--- src/rtl/pipeline_pkg.sv ---
// Shared pipeline types: hazard FSM encodings, control-bundle struct, multiply latency default.
// Pure declarations; no latency, no backpressure.
package pipeline_pkg;

   localparam int MULT_LATENCY_DEF = 4;

   typedef enum logic {
      IDLE      = 1'b0,
      MULT_WAIT = 1'b1
   } hz_state_t;

   typedef struct packed {
      logic pc_write;
      logic if_id_write;
      logic id_ex_write;
      logic id_ex_bubble;
      logic ex_mem_bubble;
      logic if_id_flush;
      logic mult_done;
   } hz_ctl_t;

   function automatic hz_ctl_t ctl_run();
      hz_ctl_t c;
      c = '0;
      c.pc_write    = 1'b1;
      c.if_id_write = 1'b1;
      c.id_ex_write = 1'b1;
      return c;
   endfunction

   // Whole front end frozen while the multiplier owns EX; EX->MEM gets NOPs.
   function automatic hz_ctl_t ctl_mult_stall();
      hz_ctl_t c;
      c = '0;
      c.ex_mem_bubble = 1'b1;
      return c;
   endfunction

endpackage

--- src/rtl/hazard_stall_unit_if.sv ---
// Bundle between pipeline datapath (master) and hazard unit (slave).
// Combinational control outputs, no backpressure.
interface hazard_stall_unit_if;
   logic [4:0]  rs1_IF_ID;
   logic [4:0]  rs2_IF_ID;
   logic [4:0]  rd_ID_EX;
   logic        mem_read_ID_EX;
   logic        mult_ID_EX;
   logic        branch_taken_EX;
   logic        pc_write;
   logic        if_id_write;
   logic        id_ex_write;
   logic        id_ex_bubble;
   logic        ex_mem_bubble;
   logic        if_id_flush;
   logic        mult_done;
   logic [15:0] stall_cycles;

   modport master (
      output rs1_IF_ID, rs2_IF_ID, rd_ID_EX, mem_read_ID_EX, mult_ID_EX, branch_taken_EX,
      input  pc_write, if_id_write, id_ex_write, id_ex_bubble, ex_mem_bubble,
             if_id_flush, mult_done, stall_cycles
   );

   modport slave (
      input  rs1_IF_ID, rs2_IF_ID, rd_ID_EX, mem_read_ID_EX, mult_ID_EX, branch_taken_EX,
      output pc_write, if_id_write, id_ex_write, id_ex_bubble, ex_mem_bubble,
             if_id_flush, mult_done, stall_cycles
   );
endinterface

--- src/rtl/mult_latency_counter.sv ---
// Down-counter tracking remaining multiply stall cycles; load wins over decrement.
// Outputs are the registered count, valid the cycle after load; no backpressure.
module mult_latency_counter #(
   parameter int WIDTH = 2
) (
   input  logic             clk,
   input  logic             arst,
   input  logic             load,
   input  logic             dec,
   input  logic [WIDTH-1:0] load_value,
   output logic             zero,
   output logic [WIDTH-1:0] value
);

   logic [WIDTH-1:0] cnt;

   always_ff @(posedge clk or posedge arst) begin
      if (arst) begin
         cnt <= '0;
      end else if (load) begin
         cnt <= load_value;
      end else if (dec && (cnt != '0)) begin
         cnt <= cnt - 1'b1;
      end
   end

   assign value = cnt;
   assign zero  = (cnt == '0);

endmodule

--- src/rtl/hazard_stall_unit.sv ---
// Pipeline hazard control: multi-cycle multiply stall, load-use stall, taken-branch flush.
// Control outputs combinational from state and inputs; a multiply holds the front end MULT_LATENCY-1 cycles.
module hazard_stall_unit
   import pipeline_pkg::*;
#(
   parameter int MULT_LATENCY = MULT_LATENCY_DEF
) (
   input  logic                 clk,
   input  logic                 arst,
   hazard_stall_unit_if.slave   hz
);

   localparam int CNT_W = $clog2(MULT_LATENCY);

   hz_state_t  state;
   hz_state_t  state_nxt;
   hz_ctl_t    ctl;
   logic       cnt_load;
   logic       cnt_dec;
   logic       cnt_zero;
   logic [CNT_W-1:0] cnt_value;
   logic       load_use;
   logic [15:0] stall_cnt;

   assign load_use = hz.mem_read_ID_EX && (hz.rd_ID_EX != 5'd0) &&
                     ((hz.rd_ID_EX == hz.rs1_IF_ID) || (hz.rd_ID_EX == hz.rs2_IF_ID));

   mult_latency_counter #(
      .WIDTH (CNT_W)
   ) u_cnt (
      .clk        (clk),
      .arst       (arst),
      .load       (cnt_load),
      .dec        (cnt_dec),
      .load_value (CNT_W'(MULT_LATENCY - 2)),
      .zero       (cnt_zero),
      .value      (cnt_value)
   );

   always_ff @(posedge clk or posedge arst) begin
      if (arst) begin
         state <= IDLE;
      end else begin
         state <= state_nxt;
      end
   end

   // Priority in IDLE: multiply, then branch flush, then load-use.
   always_comb begin
      state_nxt = state;
      ctl       = ctl_run();
      cnt_load  = 1'b0;
      cnt_dec   = 1'b0;
      case (state)
         IDLE: begin
            if (hz.mult_ID_EX) begin
               ctl       = ctl_mult_stall();
               cnt_load  = 1'b1;
               state_nxt = MULT_WAIT;
            end else if (hz.branch_taken_EX) begin
               ctl.if_id_flush  = 1'b1;
               ctl.id_ex_bubble = 1'b1;
            end else if (load_use) begin
               ctl.pc_write     = 1'b0;
               ctl.if_id_write  = 1'b0;
               ctl.id_ex_bubble = 1'b1;
            end
         end
         MULT_WAIT: begin
            if (!cnt_zero) begin
               ctl     = ctl_mult_stall();
               cnt_dec = 1'b1;
            end else begin
               ctl.mult_done = 1'b1;
               state_nxt     = IDLE;
            end
         end
      endcase
   end

   always_ff @(posedge clk or posedge arst) begin
      if (arst) begin
         stall_cnt <= '0;
      end else if (!ctl.pc_write && (stall_cnt != 16'hFFFF)) begin
         stall_cnt <= stall_cnt + 16'd1;
      end
   end

   assign hz.pc_write      = ctl.pc_write;
   assign hz.if_id_write   = ctl.if_id_write;
   assign hz.id_ex_write   = ctl.id_ex_write;
   assign hz.id_ex_bubble  = ctl.id_ex_bubble;
   assign hz.ex_mem_bubble = ctl.ex_mem_bubble;
   assign hz.if_id_flush   = ctl.if_id_flush;
   assign hz.mult_done     = ctl.mult_done;
   assign hz.stall_cycles  = stall_cnt;

endmodule

--- src/flat_wrapper.sv ---
// flat-port wrapper written by rule: the top's interface ports become plain ports
module hazard_stall_unit_flat import pipeline_pkg::*;
#(
   parameter int MULT_LATENCY = MULT_LATENCY_DEF
)
  (clk, arst, hz_rs1_IF_ID, hz_rs2_IF_ID, hz_rd_ID_EX, hz_mem_read_ID_EX, hz_mult_ID_EX, hz_branch_taken_EX, hz_pc_write, hz_if_id_write, hz_id_ex_write, hz_id_ex_bubble, hz_ex_mem_bubble, hz_if_id_flush, hz_mult_done, hz_stall_cycles);
  hazard_stall_unit_if hz_i ();
  input  logic clk;
  input  logic arst;
  input wire logic [$bits(hz_i.rs1_IF_ID)-1:0] hz_rs1_IF_ID;
  input wire logic [$bits(hz_i.rs2_IF_ID)-1:0] hz_rs2_IF_ID;
  input wire logic [$bits(hz_i.rd_ID_EX)-1:0] hz_rd_ID_EX;
  input wire logic [$bits(hz_i.mem_read_ID_EX)-1:0] hz_mem_read_ID_EX;
  input wire logic [$bits(hz_i.mult_ID_EX)-1:0] hz_mult_ID_EX;
  input wire logic [$bits(hz_i.branch_taken_EX)-1:0] hz_branch_taken_EX;
  output wire logic [$bits(hz_i.pc_write)-1:0] hz_pc_write;
  output wire logic [$bits(hz_i.if_id_write)-1:0] hz_if_id_write;
  output wire logic [$bits(hz_i.id_ex_write)-1:0] hz_id_ex_write;
  output wire logic [$bits(hz_i.id_ex_bubble)-1:0] hz_id_ex_bubble;
  output wire logic [$bits(hz_i.ex_mem_bubble)-1:0] hz_ex_mem_bubble;
  output wire logic [$bits(hz_i.if_id_flush)-1:0] hz_if_id_flush;
  output wire logic [$bits(hz_i.mult_done)-1:0] hz_mult_done;
  output wire logic [$bits(hz_i.stall_cycles)-1:0] hz_stall_cycles;
  assign hz_i.rs1_IF_ID = hz_rs1_IF_ID;
  assign hz_i.rs2_IF_ID = hz_rs2_IF_ID;
  assign hz_i.rd_ID_EX = hz_rd_ID_EX;
  assign hz_i.mem_read_ID_EX = hz_mem_read_ID_EX;
  assign hz_i.mult_ID_EX = hz_mult_ID_EX;
  assign hz_i.branch_taken_EX = hz_branch_taken_EX;
  assign hz_pc_write = hz_i.pc_write;
  assign hz_if_id_write = hz_i.if_id_write;
  assign hz_id_ex_write = hz_i.id_ex_write;
  assign hz_id_ex_bubble = hz_i.id_ex_bubble;
  assign hz_ex_mem_bubble = hz_i.ex_mem_bubble;
  assign hz_if_id_flush = hz_i.if_id_flush;
  assign hz_mult_done = hz_i.mult_done;
  assign hz_stall_cycles = hz_i.stall_cycles;
  hazard_stall_unit #(.MULT_LATENCY(MULT_LATENCY)) u_core (.clk(clk), .arst(arst), .hz(hz_i));
endmodule
--- config.mk ---
export PLATFORM = sky130hd
export DESIGN_NAME = hazard_stall_unit_flat
export DESIGN_NICKNAME = d
export VERILOG_FILES = /design/src/rtl/pipeline_pkg.sv /design/src/rtl/hazard_stall_unit_if.sv /design/src/rtl/mult_latency_counter.sv /design/src/rtl/hazard_stall_unit.sv /design/src/flat_wrapper.sv
export SDC_FILE = /design/constraint.sdc
export NUM_CORES = 1
export LEC_CHECK = 0
export CAP_MARGIN = 15
export CORE_MARGIN = 2
export CORE_UTILIZATION = 48
export DETAILED_ROUTE_END_ITERATION = 6
export GPL_TIMING_DRIVEN = 0
export PLACE_DENSITY = 0.85
export SLEW_MARGIN = 30
export SYNTH_ARGS = -nofsm -noshare
export SYNTH_HDL_FRONTEND = slang
export SYNTH_HIERARCHICAL = 1
export SYNTH_SLANG_ARGS = --single-unit
--- constraint.sdc ---
create_clock -name clk -period 3.3 [get_ports clk]
set_input_delay 0.495 -clock clk [delete_from_list [all_inputs] [get_ports clk]]
set_output_delay 0.495 -clock clk [all_outputs]
set_load 0.02 [all_outputs]
; Word level (Yosys, flattened, before mapping)
; Cells that the tools add are included.
[classes]
addsub = 2
multipliers = 0
div = 0
magnitude_cmp = 0
n_eq_ne = 3
shift = 0
muxes = 19
bitwise_logic = 1
n_reduce_logical = 10
[ops]
columns = cell, count
row1 = "adder 16 x 1 -> 16 bit, second input constant", 1
row2 = "inequality test 16 bit, second input constant", 1
row3 = one-hot mux 7 bit (2 select lines), 1
row4 = two-way mux 1 bit, 11
row5 = == test 5 bit, 2
row6 = two-way mux 2 bit, 5
row7 = two-way mux 6 bit, 1
row8 = nonzero test 5 bit, 1
row9 = logical AND 1 bit, 4
row10 = nonzero test 2 bit, 2
row11 = logical NOT 2 bit, 1
row12 = one-hot mux 1 bit (2 select lines), 1
row13 = "subtractor 2 x 1 -> 2 bit, second input constant", 1
row14 = logical NOT 1 bit, 1
row15 = logical OR 1 bit, 1
row16 = NOT 1 bit, 1
[totals]
regBits = 19
latch_bits = 0
ram_bits = 0
mem_bits_ro = 0
inputBits = 20
out_inout_bits = 23
wordCells = 38
n_memories = 0

; Depth between registers and ports, before layout
[depth]
depth_word = 9
mapped_depth = 11
mapped_depth_nobuf = 10

; By module
; Netlist, hierarchy kept.
[modules_own_cells]
columns = mod, instances, cells_each, area_per_inst_um2, seq_area_each_um2
row1 = hazard_stall_unit, 1, 111, 1068.5, 425.4
row2 = mult_latency_counter, 1, 13, 135.1, 50.0

; Worst setup path after synthesis
; No wires, ideal clock.
[synth_path]
kind = flip-flop to output port
start = reg u_core.u_cnt.cnt[0] (netlist: u_core/u_cnt/value[0])
end = out hz_pc_write
t_arrival_ns = 1.984
t_required_ns = 2.805
setup_slack_ns = 0.821
stages_incl_launch_ff = 10
n_path_buf = 1
path_cell_list = dfrtp_1 -> inv_1 -> ha_1 -> nand2_1 -> inv_1 -> nor2_1 -> inv_1 -> o31ai_4 -> inv_1 -> buf_4
[synth_via]
elab_chain_len = 3
[synth_rtl]
columns = element, line_no
row1 = from (decl), mult_latency_counter.sv:15  ; logic [WIDTH-1:0] cnt;
row2 = from (signal assigned), mult_latency_counter.sv:21  ; cnt <= load_value;
row3 = from (signal assigned), mult_latency_counter.sv:23  ; cnt <= cnt - 1'b1;
row4 = logical NOT 2 bit, mult_latency_counter.sv:28  ; assign zero = (cnt == '0);
row5 = net u_core.cnt_zero, hazard_stall_unit.sv:20  ; logic cnt_zero;
row6 = two-way mux 6 bit, hazard_stall_unit.sv:70  ; if (!cnt_zero) begin
row7 = one-hot mux 7 bit (2 select lines), hazard_stall_unit.sv:54  ; case (state)
row8 = to (decl), flat_wrapper.sv:16  ; output wire logic [$bits(hz_i.pc_write)-1:0] hz_pc_write;
; The timed path passes the listed nets, and every way through them passes these cells.

; Worst setup path in the final report
[layout_path]
start = in hz_rd_ID_EX[1]
end = out hz_pc_write
[layout_via]
elab_chain_len = 7
elab_cells_between_ends = 10
classes_between = 2 x eq/ne / 4 x mux / 4 x reduce/logical
[layout_rtl]
columns = element, line_no
row1 = from (decl), flat_wrapper.sv:12  ; input wire logic [$bits(hz_i.rd_ID_EX)-1:0] hz_rd_ID_EX;
row2 = == test 5 bit or nonzero test 5 bit (tied branches), "hazard_stall_unit.sv:26, hazard_stall_unit.sv:25"
row3 = logical OR 1 bit or logical AND 1 bit (tied branches), "hazard_stall_unit.sv:26, hazard_stall_unit.sv:25"
row4 = logical AND 1 bit *, hazard_stall_unit.sv:25  ; assign load_use = hz.mem_read_ID_EX && (hz.rd_ID_EX != 5'd0) &&
row5 = two-way mux 2 bit *, hazard_stall_unit.sv:63  ; end else if (load_use) begin
row6 = two-way mux 2 bit *, hazard_stall_unit.sv:60  ; end else if (hz.branch_taken_EX) begin
row7 = two-way mux 2 bit *, hazard_stall_unit.sv:56  ; if (hz.mult_ID_EX) begin
row8 = one-hot mux 7 bit (2 select lines) *, hazard_stall_unit.sv:54
; Every way passes the cells marked *; elsewhere a longest branch is shown, timed or not.

==> impl_metrics.toml <==
[yosys]
syn_nets = 146
synth_flop_cell = "dfrtp_1"
synth_cells = 124
synth_area_per_cell_um2 = 9.71
yosysTopAreaCell = "dfrtp_1"
syn_area_um2 = 1200
synthTopCellsByArea = "dfrtp_1 40%, xor2_1 12%, xnor2_1 5.8%"
synth-seq-area-share_pct = 39.5
ys_types = 34
ys_ff_latch = 19
async_flop_share_pct = 100
yosysWarnings = 6
yosysTopAreaCellShare_pct = 39.5
synth_edf_count = 0

[drt]
wire_per_inst_um = 14.5
dr_total_vias = 1058
postRouteAntennaNets = 0
wl_um = 2930
drtPass1Iterations = 4
drc = 0
viasPerCell = 5.24
drt_iter0_drc = 26

[power_and_ir_drop]
ir_drop_v = 0.000557
powerDensity_nw_per_um2 = 745
total_leakage_power_uw = 0.000696

[die]
core.rowCount = 18
io-pin-count = 43
die_h_um = 54.1
initial_core_util_pct = 49.5
die_w_um = 54.1
die-area_um2 = 2920
coreArea_um2 = 2430

[job]
maxCapViolCount = 0

[clock_tree]
clkLatencyLatePin_ns = 0.29
cts_hold_buf = 0
numCtsBuffers = 3
cts_root_buf = "clkbuf_4"
cts_buffer_depth = 2
cts_tree = "done"
clkSlewWorstSetupHoldPaths_ns = 0.10
clock_sinks = 19
cts_max_level = 1

[setup_path]
arrival_ns = 2.67
worstReg2RegEnd = "u_core/hz.stall_cycles[14]"
crit_fanout = 4
startpoint_type = "primary input"
cp_data_required_time_ns = 2.80
crit_type = "primary input to output pin"
r2r_cells = 9
reg2reg_slack_ns = 1.22
end_kind = "output pin"
r2r-start = "u_core/u_cnt/value[0]"

[layout]
num_antenna_cells = 0
nNetsFinal = 195
syn2layout_area_growth_pct = 42.1
final_cells = 202
drive_gt1_share_pct = 10.5
multiInputGateArea_um2 = 682
regArea_um2 = 475
fillCellCount = 197
fin_area_um2 = 1710

[timing]
finalHoldWorstSlack_ns = 0.364
tightestPinTransition_ns = 0.655
min_period_over_period_pct = 96.0
slew_headroom_pct = 56.3
slew_viol_final = 0
skew_ns = 0.00101
finalHoldViolations = 0
max_freq_ghz = 0.316
rsz0062_at_grt = "no"
setup_viol = 0
finalSetupTns_ns = 0
finalCriticalPeriod_ns = 3.17

[place]
placed_cells = 196
gp_congestion = 0.829
dpl_cell_area_um2 = 1660
numPortBuffers = 42
dp_hpwl_um = 2260

[global_route]
grt-ovfl-total = 0
grt_pass1_vias = 1026
grtUsageTotal_pct = 22.5
grt_max_degree = 18
grt_pass1_wl_um = 4690
antenna_found_initial = 0

[worst_hold_path]
hp-class = "primary input to async pin"

[run_status]
outcome = "completed"
placed cells by master (no fill, tap or decap), types with 3 or more instances in the layout:
master	synthesis	routed
buf_4	1	3
clkbuf_4	0	3
clkdlybuf4s50_1	0	42
dfrtp_1	19	19
inv_1	8	8
nand2_1	7	7
nand3_1	11	11
nand4_1	6	6
nor2_1	11	11
nor3_2	4	4
xnor2_1	8	8
xor2_1	16	16
flip-flops by register name, summed over array words and instances (netlist names):
name / cells
u_core/hz.stall_cycles: 16
u_core/state: 1
u_core/u_cnt/value: 2
routing by layer:
layer  global-route usage [%]  routed length, um
met1                     27.4               1170
met4                     4.58                 17
met5                        0                  0
met3                     6.39                164
met2                     39.4               1580
cell type report:
type | instances | area share [%]
Tap cell | 30 | 2.19
Timing Repair Buffer | 44 | 25.5
Sequential cell | 19 | 27.8
Inverter | 8 | 1.76
Multi-Input combinational cell | 94 | 39.9
Buffer | 3 | 1.39
Clock buffer | 4 | 1.54
power by group:
group | total [uW] | internal [uW] | switching [uW]
clock | 115 | 47.1 | 68.1
sequential | 385 | 305 | 79.9
combinational | 774 | 378 | 397
total | 1270 | 730 | 545
cell families (layout without fill, tap and decap cells):
kind of cell	after synthesis	after routing	share of synthesized area, %
AO/OA/AOI/OAI	8	8	7.38
other	2	2	0.624
XOR/XNOR	24	24	17.5
multiplexers	2	2	1.87
buffers and inverters	11	59	4.47
adder cells (fa/ha/maj)	2	2	2.08
flip-flops	19	19	39.5
AND/OR/NAND/NOR	56	56	26.6
synthesized netlist by cell type (4+ instances only):
cell / number
nand3_1: 11
dfrtp_1: 19
nand4_1: 6
xor2_1: 16
inv_1: 8
xnor2_1: 8
nor2_1: 11
nor3_2: 4
nand2_1: 7
repair_timing:
item / 4_1_cts / 5_1_grt
pin swaps: 1 / 1
setup endpoints to repair: 1 / 1
buffers inserted: 0 / 2
gates resized for setup: 0 / 1
per-stage QoR:
| step | setup WS [ns] | util (%) | total power [uW] |
|---|---|---|---|
| floorplan | 0.821 | - | 837 |
| global placement | 0.0981 | 68.3 | 1110 |
| detailed placement | 0.00213 | 68.3 | 1140 |
| CTS | 0.0452 | 69.4 | 1260 |
| global route | 0.0467 | 70.3 | 1360 |
| finish | 0.131 | 70.3 | 1270 |
how the worst max path moves through the flow:
| stage | start | endpoint | cells past startpoint |
|---|---|---|---|
| global placement | hz_rd_ID_EX[3] | hz_pc_write | 8 |
| CTS | hz_rd_ID_EX[1] | hz_pc_write | 7 |
| floorplan | u_core/u_cnt/value[0] | hz_pc_write | 9 |
| finish | hz_rd_ID_EX[1] | hz_pc_write | 7 |
| global route | hz_rd_ID_EX[1] | hz_pc_write | 7 |
| detailed placement | hz_rd_ID_EX[3] | hz_pc_write | 8 |
critical path, cell delays in order:
cell	delay (ns)
clkdlybuf4s50_1	0.47
or4_1	0.63
o21ai_4	0.21
o31ai_4	0.10
inv_1	0.08
buf_4	0.10
clkdlybuf4s50_1	0.59
Note: power is estimated with default switching activity, not from simulation.
